<file path="src/rtl/arc4_sched.sv">
// arc4_sched: sequences the ARC4 init, ksa and prga sub-blocks over a shared
// single-port S memory, with a per-phase watchdog.
//
// Ports:
//   clk, rst                  clock and synchronous active-high reset
//   en, rdy, err              start request, ready-to-accept, watchdog abort flag
//   phase                     S memory owner: 0 none, 1 init, 2 ksa, 3 prga
//   key, key_q                key input (sampled on accepted en) and latched copy
//   init_en/ksa_en/prga_en    one-cycle start pulses to the sub-blocks
//   init_rdy/ksa_rdy/prga_rdy sub-block ready flags (high = idle or done)
//   <blk>_addr/_wrdata/_wren  per-block S memory requests
//   s_addr/s_wrdata/s_wren    S memory port, muxed by phase
module arc4_sched #(
    parameter int TIMEOUT = 16384
) (
    input  logic        clk,
    input  logic        rst,
    input  logic        en,
    output logic        rdy,
    output logic        err,
    output logic [1:0]  phase,
    input  logic [23:0] key,
    output logic [23:0] key_q,
    output logic        init_en,
    output logic        ksa_en,
    output logic        prga_en,
    input  logic        init_rdy,
    input  logic        ksa_rdy,
    input  logic        prga_rdy,
    input  logic [7:0]  init_addr,
    input  logic [7:0]  init_wrdata,
    input  logic        init_wren,
    input  logic [7:0]  ksa_addr,
    input  logic [7:0]  ksa_wrdata,
    input  logic        ksa_wren,
    input  logic [7:0]  prga_addr,
    input  logic [7:0]  prga_wrdata,
    input  logic        prga_wren,
    output logic [7:0]  s_addr,
    output logic [7:0]  s_wrdata,
    output logic        s_wren
);

    typedef enum logic [3:0] {
        ST_IDLE      = 4'd0,
        ST_INIT_GO   = 4'd1,
        ST_INIT_ARM  = 4'd2,
        ST_INIT_WAIT = 4'd3,
        ST_KSA_GO    = 4'd4,
        ST_KSA_ARM   = 4'd5,
        ST_KSA_WAIT  = 4'd6,
        ST_PRGA_GO   = 4'd7,
        ST_PRGA_ARM  = 4'd8,
        ST_PRGA_WAIT = 4'd9,
        ST_ABORT     = 4'd10
    } state_t;

    localparam logic [14:0] WD_LAST = 15'(TIMEOUT - 1);
    localparam logic [14:0] WD_MAX  = 15'h7FFF;

    state_t      state_r;
    state_t      state_s;
    logic        accept_s;
    logic        abort_s;
    logic [14:0] wd_r;
    logic        rdy_r;
    logic        err_r;
    logic [1:0]  phase_r;
    logic [23:0] key_q_r;
    logic        init_en_r;
    logic        ksa_en_r;
    logic        prga_en_r;

    // S memory owner for a given state; unknown encodings own nothing.
    function automatic logic [1:0] phase_of(input state_t st);
        case (st)
            ST_INIT_GO, ST_INIT_ARM, ST_INIT_WAIT: phase_of = 2'd1;
            ST_KSA_GO,  ST_KSA_ARM,  ST_KSA_WAIT:  phase_of = 2'd2;
            ST_PRGA_GO, ST_PRGA_ARM, ST_PRGA_WAIT: phase_of = 2'd3;
            default:                               phase_of = 2'd0;
        endcase
    endfunction

    function automatic logic is_go(input state_t st);
        is_go = (st == ST_INIT_GO) || (st == ST_KSA_GO) || (st == ST_PRGA_GO);
    endfunction

    // The watchdog only runs while a sub-block is expected to be busy.
    function automatic logic is_arm_wait(input state_t st);
        case (st)
            ST_INIT_ARM, ST_INIT_WAIT,
            ST_KSA_ARM,  ST_KSA_WAIT,
            ST_PRGA_ARM, ST_PRGA_WAIT: is_arm_wait = 1'b1;
            default:                   is_arm_wait = 1'b0;
        endcase
    endfunction

    // Next-state logic; completion is tested before the watchdog so it wins a tie.
    always_comb begin
        state_s  = state_r;
        accept_s = 1'b0;
        abort_s  = 1'b0;
        case (state_r)
            ST_IDLE, ST_ABORT: begin
                if (en) begin
                    state_s  = ST_INIT_GO;
                    accept_s = 1'b1;
                end else begin
                    state_s = state_r;
                end
            end
            ST_INIT_GO:   state_s = init_rdy ? ST_INIT_ARM : ST_INIT_GO;
            ST_INIT_ARM:  state_s = ST_INIT_WAIT;
            ST_INIT_WAIT: begin
                if (init_rdy) begin
                    state_s = ST_KSA_GO;
                end else if (wd_r == WD_LAST) begin
                    state_s = ST_ABORT;
                    abort_s = 1'b1;
                end else begin
                    state_s = ST_INIT_WAIT;
                end
            end
            ST_KSA_GO:    state_s = ksa_rdy ? ST_KSA_ARM : ST_KSA_GO;
            ST_KSA_ARM:   state_s = ST_KSA_WAIT;
            ST_KSA_WAIT: begin
                if (ksa_rdy) begin
                    state_s = ST_PRGA_GO;
                end else if (wd_r == WD_LAST) begin
                    state_s = ST_ABORT;
                    abort_s = 1'b1;
                end else begin
                    state_s = ST_KSA_WAIT;
                end
            end
            ST_PRGA_GO:   state_s = prga_rdy ? ST_PRGA_ARM : ST_PRGA_GO;
            ST_PRGA_ARM:  state_s = ST_PRGA_WAIT;
            ST_PRGA_WAIT: begin
                if (prga_rdy) begin
                    state_s = ST_IDLE;
                end else if (wd_r == WD_LAST) begin
                    state_s = ST_ABORT;
                    abort_s = 1'b1;
                end else begin
                    state_s = ST_PRGA_WAIT;
                end
            end
            default:      state_s = ST_IDLE;
        endcase
    end

    // State, watchdog and registered outputs; outputs track the next state so
    // they line up with the state they describe.
    always_ff @(posedge clk) begin
        if (rst) begin
            state_r   <= ST_IDLE;
            wd_r      <= 15'd0;
            rdy_r     <= 1'b1;
            err_r     <= 1'b0;
            phase_r   <= 2'd0;
            key_q_r   <= 24'd0;
            init_en_r <= 1'b0;
            ksa_en_r  <= 1'b0;
            prga_en_r <= 1'b0;
        end else begin
            state_r <= state_s;
            if (is_go(state_s)) begin
                wd_r <= 15'd0;
            end else if (is_arm_wait(state_r) && (wd_r != WD_MAX)) begin
                wd_r <= wd_r + 15'd1;
            end else begin
                wd_r <= wd_r;
            end
            rdy_r   <= (state_s == ST_IDLE) || (state_s == ST_ABORT);
            phase_r <= phase_of(state_s);
            if (accept_s) begin
                err_r   <= 1'b0;
                key_q_r <= key;
            end else if (abort_s) begin
                err_r   <= 1'b1;
                key_q_r <= key_q_r;
            end else begin
                err_r   <= err_r;
                key_q_r <= key_q_r;
            end
            // The pulse lands in the ARM cycle; ARM then absorbs the
            // sub-block's registered rdy drop.
            init_en_r <= (state_r == ST_INIT_GO) && init_rdy;
            ksa_en_r  <= (state_r == ST_KSA_GO)  && ksa_rdy;
            prga_en_r <= (state_r == ST_PRGA_GO) && prga_rdy;
        end
    end

    // S memory mux: only the owning block reaches the port.
    always_comb begin
        s_addr   = 8'd0;
        s_wrdata = 8'd0;
        s_wren   = 1'b0;
        case (phase_r)
            2'd1: begin
                s_addr   = init_addr;
                s_wrdata = init_wrdata;
                s_wren   = init_wren;
            end
            2'd2: begin
                s_addr   = ksa_addr;
                s_wrdata = ksa_wrdata;
                s_wren   = ksa_wren;
            end
            2'd3: begin
                s_addr   = prga_addr;
                s_wrdata = prga_wrdata;
                s_wren   = prga_wren;
            end
            default: begin
                s_addr   = 8'd0;
                s_wrdata = 8'd0;
                s_wren   = 1'b0;
            end
        endcase
    end

    assign rdy     = rdy_r;
    assign err     = err_r;
    assign phase   = phase_r;
    assign key_q   = key_q_r;
    assign init_en = init_en_r;
    assign ksa_en  = ksa_en_r;
    assign prga_en = prga_en_r;

endmodule

</file>
<file path="config.mk">
export PLATFORM = sky130hd
export DESIGN_NAME = arc4_sched
export DESIGN_NICKNAME = d
export VERILOG_FILES = /design/src/rtl/arc4_sched.sv
export SDC_FILE = /design/constraint.sdc
export NUM_CORES = 1
export LEC_CHECK = 0
export ABC_AREA = 1
export BUFFER_PORTS_ARGS = -buffer_cell sky130_fd_sc_hd__buf_4
export CAP_MARGIN = 20
export CORE_UTILIZATION = 49
export DETAILED_ROUTE_END_ITERATION = 10
export GPL_ROUTABILITY_DRIVEN = 0
export PLACE_DENSITY_LB_ADDON = 0.08
export SLEW_MARGIN = 10
export SYNTH_ARGS = -nofsm -noshare
export SYNTH_HDL_FRONTEND = slang
export SYNTH_SLANG_ARGS = --single-unit
</file>
<file path="constraint.sdc">
create_clock -name clk -period 3 [get_ports clk]
set_clock_uncertainty 0.2 [all_clocks]
set_input_delay 0.6 -clock clk [delete_from_list [all_inputs] [get_ports clk]]
set_output_delay 0.6 -clock clk [all_outputs]
set_load 0.005 [all_outputs]
</file>
After elaboration in Yosys (flattened, before gate mapping)

Memories as Yosys holds them, arrays and structs flattened. A register that Yosys moved wholly into a read port is not among the register bits.
Cells that the tools add are included.

Flip-flop bits (word level): 48
Output and inout port bits: 48
Word-level logic and storage cells: 66
Memories: 1
Bits in read-only memories: 32
Input bits: 81

Memories:

| memory           | words | width | read ports | clocked after Yosys merged registers in | write ports | RTL line | text |
|---|---|---|---|---|---|---|---|
| (name not given) | 16    | 2     | 1          | 1                                       | 0           | 76       | `case (st)` |

Eq/ne operators: 19
Add/sub/neg operators: 1
Reduce and logical (&&, ||, !) cells: 13
Mux-type cells: 24

Operators with widths:

| cell                  | count |
|---|---|
| $pmux 8 s3            | 2 |
| $pmux 4 s10           | 1 |
| $mux 4                | 7 |
| $eq 4x3->1 const B    | 6 |
| $eq 4x4->1 const B    | 4 |
| $add 15x1->15 const B | 1 |
| $eq 15x14->1 const B  | 1 |
| $ne 15x15->1 const B  | 1 |
| $mux 1                | 10 |
| $eq 4x1->1 const B    | 2 |
| $eq 4x2->1 const B    | 2 |
| $logic_not 4->1       | 2 |
| $pmux 1 s3            | 2 |
| $reduce_or 2->1       | 3 |
| $reduce_or 6->1       | 1 |
| $eq 2x2->1 const B    | 2 |
| $logic_and 1x1->1     | 4 |
| $mux 2                | 2 |
| $logic_or 1x1->1      | 3 |
| $eq 2x1->1 const B    | 1 |

Logic depth before layout (Yosys ltp)

Depth after elaboration: 10
Depth in mapped cells: 14
Gate-level depth less buffers: 13

Worst setup path after synthesis

No wires, ideal clock.

Kind: reg-to-output
From: register phase_r[0], in the netlist phase[0]
To: output port s_addr[7]
Path slack: 0.907 ns
Data arrival time: 1.293 ns
Path buffers: 2
Data required time: 2.200 ns
Cell stages (with the launch flop): 7
Cell sequence: dfxtp_1 buf_2 inv_1 nor2_1 clkbuf_1 nand2_1 nand3_1

Word-level cells in the longest chain between the ends: 2
Elaborated cells between the ends (all ways): 4
Classes of those cells: eq/ne: 3; mux: 1

Ends and longest elaborated chain:

| element                                         | RTL line | text |
|---|---|---|
| from (decl)                                     | 68       | `logic [1:0] phase_r;` |
| $eq 2x2->1 / $eq 2x1->1 (equally long branches) | 199      | `case (phase_r)` |
| $pmux 8 s3 *                                    | 199      |  |
| to (decl)                                       | 39       | `output logic [7:0] s_addr,` |

Mark *: on every way between the ends. The rest lies on a longest branch, timed or not.

Worst setup path in the final report

From: register phase_r[0], in the netlist phase[0]
To: output port s_addr[0]

Same word-level chain as after synthesis.

==> run summary <==
setup TNS: 0 ns
Synth Warn #: 0
Max-Cap Viols: 0
Die X: 77.5 µm
cts bufs inserted: 5
Post-CTS Hold Buffers: 0
max_slew headroom: 32.1%
Reg2Reg Launch Point: wd_r[0]
WS Path Type: reg2out
share of cells above drive strength 1: 34.3%
hold crit path type: reg2reg
clock sinks: 50
# rows: 27
Crit. End Element: output pin
I/O pins: 129
n_diodes: 0
Power Dens Cells: 423 mW/mm²
status: finished clean
H-Tree Level Count: 2
I/O Buffers: 128
final setup fails: 0
post-synthesis cell type count: 27
Hold Fails Final Rpt: 0
Worst R2R End: wd_r[0]
worst IR drop on VDD: 0.000257 V
CTS root buffer: clkbuf_8
WHS: 0.290 ns
syn_area_per_cell: 6.82 µm²
fin nets: 615
Area growth, synth to finish: 38.8%
critical path arrival: 1.86 ns
post_cts resized: 0
Worst setup SP type: flip-flop
Core Area: 0.00551 mm²
CTS tree: yes
slew of the pin with the lowest slew margin: 1.01 ns
RSZ-0062 raised after global routing: no
1st-pass router iterations: 5
GR Util All Layers: 24.0%
Worst EP required: 2.20 ns
worst hold path depth: 2
Routed WL: 6930 µm
sequential share of the synthesized area: 35.8%
Routed Antenna Nets: 0
number of fill cells: 484
final worst path period share: 88.8%
Synth Register Bits: 50
Worst Hold Path EP: key_q[21]
area of the die: 0.00601 mm²
mapped cell area: 0.00280 mm²
Synth Instances: 410
CP Max Fanout: 17
CTS clock-pin slew for the worst setup and hold paths: 0.10 ns
Iter 0 DRT Violations: 132
initial antenna violation count: 0
global-route wire length before repair: 11800 µm
clock buffer depth: 2
reg2reg setup slack: 0.77 ns
vias per cell: 4.85
largest net degree at the start of global routing: 29
Leak Pwr: 0.00193 µW
vias post-DR: 2941
multi-input gate area in the final layout: 0.00155 mm²
vias in the first global route: 2788
FF-to-FF path depth: 12
gr ovfl total: 0
HPWL Detailed: 5290 µm
Initial Utilization: 50.8%
Clock Latency Late Sink: 0.31 ns
Post-Syn Nets: 492
post-CTS setup buffers: 0
DIE HEIGHT: 77.5 µm
Hold Crit Start: key_q[21]
WL/cell: 11.4 µm
Tmin final: 2.66 ns
Seq. cell area: 0.00100 mm²
drt drc: 0
f_max: 0.375 GHz
Pins Over Slew Limit: 0
-- power by group --
part / internal, µW / total, µW / switching, µW
clock network: 169 / 406 / 237
registers: 718 / 747 / 29.4
logic: 239 / 488 / 249
total: 1130 / 1640 / 516
-- cells by family (layout without fill, tap and decap cells) --
logic type               Yosys count  count (layout)  share of synthesized area [%]
AO/OA/AOI/OAI                     32              32                           5.95
flip-flops                        50              50                           35.8
buffers and inverters             60             184                           8.86
XOR/XNOR                          10              10                           3.13
adder cells (fa/ha/maj)            1               1                          0.448
AND/OR/NAND/NOR                  257             257                           45.8
-- flip-flops by register name, summed over array words and instances (netlist names) --
| name | cells |
|---|---|
| err | 1 |
| init_en | 1 |
| key_q | 24 |
| ksa_en | 1 |
| phase | 2 |
| prga_en | 1 |
| rdy | 1 |
| state_r | 4 |
| wd_r | 15 |
-- cell type report --
cell class                 instances  area share (%)
multi-input combinational        300            39.9
sequential                        50            25.8
timing repair buffer             130            25.2
inverter                          46            4.51
tap                               72            2.32
clock buffer                       5            1.77
clock inverter                     3           0.580
-- Yosys cell counts, drive strengths merged --
master | number | area (µm²)
o211ai | 1 | 7.51
xnor2 | 1 | 8.76
dfxtp | 50 | 1000
ha | 1 | 12.5
buf | 4 | 35.0
nand4 | 2 | 12.5
a21oi | 4 | 20.0
clkinv | 1 | 3.75
clkbuf | 10 | 37.5
inv | 45 | 171
nand3b | 5 | 50.1
o22ai | 1 | 6.26
nand2 | 95 | 407
nor2 | 98 | 500
a211oi | 1 | 7.51
o21ai | 25 | 125
nand3 | 57 | 310
xor2 | 9 | 78.8
-- cells in the final DEF (no fill, tap or decap), types with 7 or more instances in the layout --
cell type and count:
buf_4 130, nand2_1 85, nor2_1 77, nand3_1 52, dfxtp_1 50, inv_1 37, o21ai_0 25, nor2_4 16
xor2_1 9, inv_2 7
-- layer usage --
layer	track usage, %	share of wire (%)	vias to the layer above	wire [µm]
li1	-	-	1525	-
met2	41.2	46	111	3210
met5	0	0	-	0
met1	27.5	43	1287	2990
met4	9.25	2.2	0	152
met3	7.65	8.4	18	581
-- how the worst max path moves through the flow --
stage	from	endpoint	slack [ns]	depth (start not counted)
4_1_cts	phase[0]	s_addr[0]	0.36	5
3_3_place_gp	phase[0]	s_addr[4]	0.79	5
2_1_floorplan	phase[0]	s_addr[7]	0.91	6
5_1_grt	phase[0]	s_addr[1]	0.13	5
3_5_place_dp	phase[0]	s_addr[0]	0.68	5
6_report	phase[0]	s_addr[0]	0.34	5
-- critical path: stages (launching register included) --
cell	delay [ns]
dfxtp_1	0.34
inv_1	0.05
nor2_1	0.76
nand2_1	0.15
nand3_1	0.15
buf_4	0.12
-- stage by stage --
| step | utilization, % | setup WS (ns) | total power [µW] | instances | instance area, µm² |
|---|---|---|---|---|---|
| after detailed placement | 68.8 | 0.677 | 1250 | 598 | 3790 |
| after global placement | 68.8 | 0.790 | 1240 | 598 | 3790 |
| after CTS | 70.5 | 0.358 | 1660 | 606 | 3880 |
| final | 70.5 | 0.336 | 1640 | 606 | 3880 |
| after floorplan | - | 0.907 | 1020 | 410 | 2800 |
| after global routing | 70.5 | 0.127 | 1740 | 606 | 3880 |
No activity file was read; power rests on OpenSTA's default activity.
